File: src/rtl/demux_stream_1_n.sv
// Registered 1:N valid/ready stream demultiplexer with broadcast mode and a saturating drop counter.
// Latency: one cycle from an accepted beat to o_valid on the target channel(s); o_err also one cycle later.
// Backpressure: o_ready follows the addressed slot (all slots for broadcast); an out-of-range select never stalls.
module demux_stream_1_n #(
  parameter int DATA_W = 8,
  parameter int N_OUT  = 8,
  parameter int SEL_W  = $clog2(N_OUT),
  parameter int CNT_W  = 8
) (
  input  logic                    i_clk,
  input  logic                    i_rst_n,
  input  logic                    i_valid,
  output logic                    o_ready,
  input  logic [DATA_W-1:0]       i_data,
  input  logic [SEL_W-1:0]        i_sel,
  input  logic                    i_bcast,
  output logic [N_OUT-1:0]        o_valid,
  input  logic [N_OUT-1:0]        i_ready,
  output logic [N_OUT*DATA_W-1:0] o_data,
  output logic                    o_err,
  output logic [CNT_W-1:0]        o_drop_cnt
);

  // With a power-of-two channel count every select value names a real channel.
  localparam bit SEL_POW2 = ((1 << SEL_W) == N_OUT);

  typedef enum logic {EMPTY = 1'b0, FULL = 1'b1} slot_state_t;

  slot_state_t      slot_st [N_OUT];
  logic [N_OUT-1:0] avail;
  logic [N_OUT-1:0] load;
  logic             sel_ok;
  logic             sel_avail;
  logic             fire;
  logic             drop;

  // Valid mirrors the slot state; a slot can take a beat when empty or being drained this cycle.
  always_comb begin
    o_valid = '0;
    avail   = '0;
    for (int k = 0; k < N_OUT; k++) begin
      o_valid[k] = (slot_st[k] == FULL);
      avail[k]   = (slot_st[k] == EMPTY) | i_ready[k];
    end
  end

  generate
    if (SEL_POW2) begin : g_sel_full
      assign sel_ok = 1'b1;
    end else begin : g_sel_part
      assign sel_ok = ({1'b0, i_sel} < (SEL_W+1)'(N_OUT));
    end
  endgenerate

  // Availability of the unicast target, looked up without indexing past N_OUT.
  always_comb begin
    sel_avail = 1'b0;
    for (int k = 0; k < N_OUT; k++) begin
      if (i_sel == SEL_W'(k)) sel_avail = avail[k];
    end
  end

  // Broadcast waits for every slot; a bad select is accepted and thrown away.
  assign o_ready = i_bcast ? (&avail) : (sel_ok ? sel_avail : 1'b1);
  assign fire    = i_valid & o_ready;
  assign drop    = fire & ~i_bcast & ~sel_ok;

  // Per-slot load strobes for the current transfer.
  always_comb begin
    load = '0;
    for (int k = 0; k < N_OUT; k++) begin
      load[k] = fire & (i_bcast | (sel_ok & (i_sel == SEL_W'(k))));
    end
  end

  // Slot FSMs: a load wins over a drain so back-to-back beats keep the slot FULL.
  always_ff @(posedge i_clk or negedge i_rst_n) begin
    if (!i_rst_n) begin
      for (int k = 0; k < N_OUT; k++) slot_st[k] <= EMPTY;
      o_data <= '0;
    end else begin
      for (int k = 0; k < N_OUT; k++) begin
        if (load[k]) begin
          slot_st[k]                   <= FULL;
          o_data[k*DATA_W +: DATA_W]   <= i_data;
        end else if (i_ready[k]) begin
          slot_st[k] <= EMPTY;
        end
      end
    end
  end

  // Error pulse and saturating count of dropped beats; both stay zero when drop is constant 0.
  always_ff @(posedge i_clk or negedge i_rst_n) begin
    if (!i_rst_n) begin
      o_err      <= 1'b0;
      o_drop_cnt <= '0;
    end else begin
      o_err <= drop;
      if (drop && (o_drop_cnt != {CNT_W{1'b1}})) o_drop_cnt <= o_drop_cnt + 1'b1;
    end
  end

endmodule

File: config.mk
export PLATFORM = sky130hd
export DESIGN_NAME = demux_stream_1_n
export DESIGN_NICKNAME = d
export VERILOG_FILES = /design/src/rtl/demux_stream_1_n.sv
export SDC_FILE = /design/constraint.sdc
export NUM_CORES = 1
export LEC_CHECK = 0
export CAP_MARGIN = 15
export CORE_UTILIZATION = 50
export CTS_BUF_LIST = sky130_fd_sc_hd__clkbuf_8
export DETAILED_ROUTE_END_ITERATION = 7
export GPL_ROUTABILITY_DRIVEN = 0
export GPL_TIMING_DRIVEN = 0
export PLACE_DENSITY = 0.83
export SETUP_SLACK_MARGIN = 0.4
export SLEW_MARGIN = 0
export SYNTH_ARGS = -nofsm -noshare
export SYNTH_HDL_FRONTEND = slang
export SYNTH_SLANG_ARGS = --single-unit
File: constraint.sdc
create_clock -name i_clk -period 2.7 [get_ports i_clk]
set_input_delay 0.54 -clock i_clk [delete_from_list [all_inputs] [get_ports i_clk]]
set_output_delay 0.54 -clock i_clk [all_outputs]
set_load 0.005 [all_outputs]
==> load_flow_metrics.sql <==
INSERT INTO impl_metrics (metric_group, metric, value, unit) VALUES
('outcome', 'run_status', 'complete, no violations', ''),
('floorplan', 'die_area', '7800', 'sq um'),
('cells_and_area', 'layout_common_cells', 'clkdlybuf4s50_1 (83), dfrtp_1 (72), nand2_1 (59)', ''),
('power_and_ir_drop', 'fin_total_pwr', '4.69', 'mW'),
('power_and_ir_drop', 'power.switching_fraction', '0.311', ''),
('grt', 'grt_pass1_vias', '3295', ''),
('sta', 'final-setup-viol-count', '0', ''),
('yosys', 'synthAdderAreaFrac', '0', ''),
('sta', 'post-route-min-period', '2400', 'ps'),
('floorplan', 'die_height', '88.3', 'um'),
('yosys', 'post_synth_mux_area_share', '0.0752', ''),
('yosys', 'synth.lib_cells_used.distinct', '37', ''),
('yosys', 'synthCells', '377', ''),
('clock_network', 'cts_made_buffers', '9', ''),
('yosys', 'synth_seq_area_share', '0.484', ''),
('placed_design', 'io_buffers', '92', ''),
('setup_path', 'setup.worst_path.end_class', 'primary output', ''),
('power_and_ir_drop', 'power.density', '900', 'nW/um^2'),
('yosys', 'synth_compound_area_frac', '0.209', ''),
('setup_path', 'start_kind', 'flip-flop', ''),
('setup_path', 'critical_path_peak_fanout', '3', ''),
('cells_and_area', 'area.sequential', '1800', 'sq um'),
('power_and_ir_drop', 'cell_internal_pwr', '3.23', 'mW'),
('job', 'cap_viol_max_count', '0', ''),
('worst_hold_path', 'timing.hold.worst.class', 'input port to async pin', ''),
('setup_path', 'crit_required', '2160', 'ps'),
('yosys', 'syn_area_per_cell', '9.88', 'sq um'),
('cells_and_area', 'layout.cells.most_common', 'clkdlybuf4s50_1', ''),
('sta', 'fin_crit_sh', '0.889', ''),
('yosys', 'yosys_warnings', '0', ''),
('clock_network', 'ctsRootBufferMaster', 'clkbuf_8', ''),
('route', 'drtIter0Drc', '406', ''),
('floorplan', 'floorplan.core_area', '7210', 'sq um'),
('clock_network', 'cts.sink_count', '72', ''),
('cells_and_area', 'n_antenna_cell', '0', ''),
('cells_and_area', 'fillers', '528', ''),
('grt', 'grt_antenna_before_repair', '0', ''),
('grt', 'grt_first_pass_wirelength', '16.4', 'mm'),
('grt', 'grt.overflow.total', '0', ''),
('power_and_ir_drop', 'power.switching', '1.46', 'mW'),
('sta', 'slew_viol_final', '0', ''),
('yosys', 'synth-seq-cells', '72', ''),
('cells_and_area', 'util_after_layout', '0.722', ''),
('grt', 'grt_start_max_net_pins', '73', ''),
('sta', 'unrepaired_setup_endpoints_after_global_routing', 'true', ''),
('yosys', 'synth_simple_gate_area_share', '0.175', ''),
('route', 'routed_wire_length_per_instance', '17.5', 'um'),
('route', 'drt_pre_antenna_iters', '5', ''),
('power_and_ir_drop', 'fraction_of_power_consumed_by_sequential_logic', '0.396', ''),
('sta', 'hold_viol', '0', ''),
('grt', 'overall_global_routing_usage', '0.282', ''),
('sta', 'achievable-frequency', '417', 'MHz'),
('cells_and_area', 'flow.area_growth_from_synthesis', '39.8', '%'),
('power_and_ir_drop', 'p_leak', '2.17', 'nW'),
('clock_network', 'worstSkewPairLatency', '340', 'ps'),
('yosys', 'netlist_area_before_placement', '3730', 'sq um'),
('cells_and_area', 'final_area', '5210', 'sq um'),
('placed_design', 'place_area', '4800', 'sq um'),
('floorplan', 'fp-row-count', '31', ''),
('yosys', 'synth_xor_xnor_area_share', '0', ''),
('clock_network', 'cts.reportedPaths.clkPinSlew', '80', 'ps'),
('cells_and_area', 'multi_input_area', '1830', 'sq um'),
('clock_network', 'h_tree_levels', '3', ''),
('route', 'via_count', '3517', ''),
('power_and_ir_drop', 'ir_drop', '631', 'uV'),
('yosys', 'largest_family_of_logic_cells_by_synthesized_area', 'compound AO/OA/AOI/OAI gates', ''),
('power_and_ir_drop', 'power.clock.fraction', '0.162', ''),
('placed_design', 'dp_hpwl', '7.23', 'mm'),
('clock_network', 'cts_tree', 'done', ''),
('cells_and_area', 'layout-drive-gt1-share', '0.210', ''),
('floorplan', 'die_width', '88.3', 'um');
[what timing repair did]
action / in CTS / in global routing
setup buffers: 11 / 6
pin swaps: 11 / 6
gates resized for setup: 24 / 15
setup endpoints to repair: 53 / 49
hold buffers: 0 / 0
[critical path: stages (launching register included)]
cell and delay (ps):
dfrtp_1 400, nor2b_4 140, or3_4 390, nor3_4 220, buf_6 120, o21bai_1 110, buf_2 140
[layer usage]
metal | vias to the layer above | wire length, um | GRT usage
met3 | 37 | 920 | 0.0653
met5 | - | 0 | 0
met2 | 190 | 4880 | 0.420
li1 | 1601 | - | -
met1 | 1689 | 4510 | 0.385
met4 | 0 | 349 | 0.147
[sequential cells by signal, indices dropped and copies added (netlist names)]
name	count
o_data	64
o_valid	8
[synth_stat cells, drive strengths merged]
| library cell | number | area (sq um) |
|---|---|---|
| dfrtp | 72 | 1800 |
| nand2 | 59 | 221 |
| o21ai | 45 | 236 |
| nor3 | 42 | 215 |
| o211ai | 42 | 315 |
| mux2 | 24 | 270 |
| buf | 20 | 131 |
| clkbuf | 19 | 71.3 |
| nand2b | 9 | 56.3 |
| nand3 | 8 | 40.0 |
| a2111oi | 5 | 138 |
| nor2 | 5 | 18.8 |
| or2 | 5 | 31.3 |
| nor2b | 4 | 25.0 |
| o21bai | 2 | 18.8 |
| or3b | 2 | 17.5 |
| a211o | 1 | 8.76 |
| a21oi | 1 | 5.00 |
| a32o | 1 | 11.3 |
| clkinv | 1 | 3.75 |
| conb | 1 | 3.75 |
| inv | 1 | 3.75 |
| mux2i | 1 | 10.0 |
| nand3b | 1 | 7.51 |
| nand4 | 1 | 6.26 |
| o21a | 1 | 7.51 |
| o311a | 1 | 10.0 |
| o311ai | 1 | 26.3 |
| or3 | 1 | 6.26 |
| or4 | 1 | 7.51 |
[power by group through the flow]
stage	Clock, mW	Sequential, mW	Combinational, mW
floorplan	0	1.88	0.714
global placement	0	1.84	1.95
detailed placement	0	1.86	1.98
CTS	0.765	1.85	2.04
global route	0.811	1.91	2.25
finish	0.759	1.86	2.07
[metrics by stage]
step | setup TNS [ps] | setup slack, ps | hold slack [ps] | instances
final | 0 | 300 | 314 | 609
after global routing | 0 | 262 | 414 | 609
after CTS | 0 | 172 | 355 | 603
after detailed placement | -5140 | -654 | 492 | 576
after global placement | -95800 | -1300 | 487 | 576
after floorplan | 0 | 519 | 244 | 385
[kinds of logic after synthesis]
group / Yosys count
other: 1
multiplexers: 25
AND/OR/NAND/NOR: 138
AO/OA/AOI/OAI: 100
buffers and inverters: 41
flip-flops: 72
[final timing paths]
check                                       start                endpoint  depth (start not counted)
hold / removal                            i_rst_n  o_data[13]$_DFFE_PN0P_                          1
setup / recovery           o_valid[0]$_DFFE_PN0P_                 o_ready                          6
setup reg to reg           o_valid[0]$_DFFE_PN0P_  o_valid[0]$_DFFE_PN0P_                          8
hold reg to reg            o_data[51]$_DFFE_PN0P_  o_data[51]$_DFFE_PN0P_                          1
min in group i_clk         o_data[51]$_DFFE_PN0P_  o_data[51]$_DFFE_PN0P_                          1
max in group asynchronous                 i_rst_n  o_data[50]$_DFFE_PN0P_                          1
[final cells by class]
cell class,instances,share of cell area
plain buffers,39,0.0413
clock buffers,10,0.0264
clock inverters,6,0.00697
inverters,2,0.00192
multi-input cells,272,0.352
flip-flops and latches,72,0.346
well taps,99,0.0238
repair buffers,109,0.202
Power figures use the tool's default switching activity.
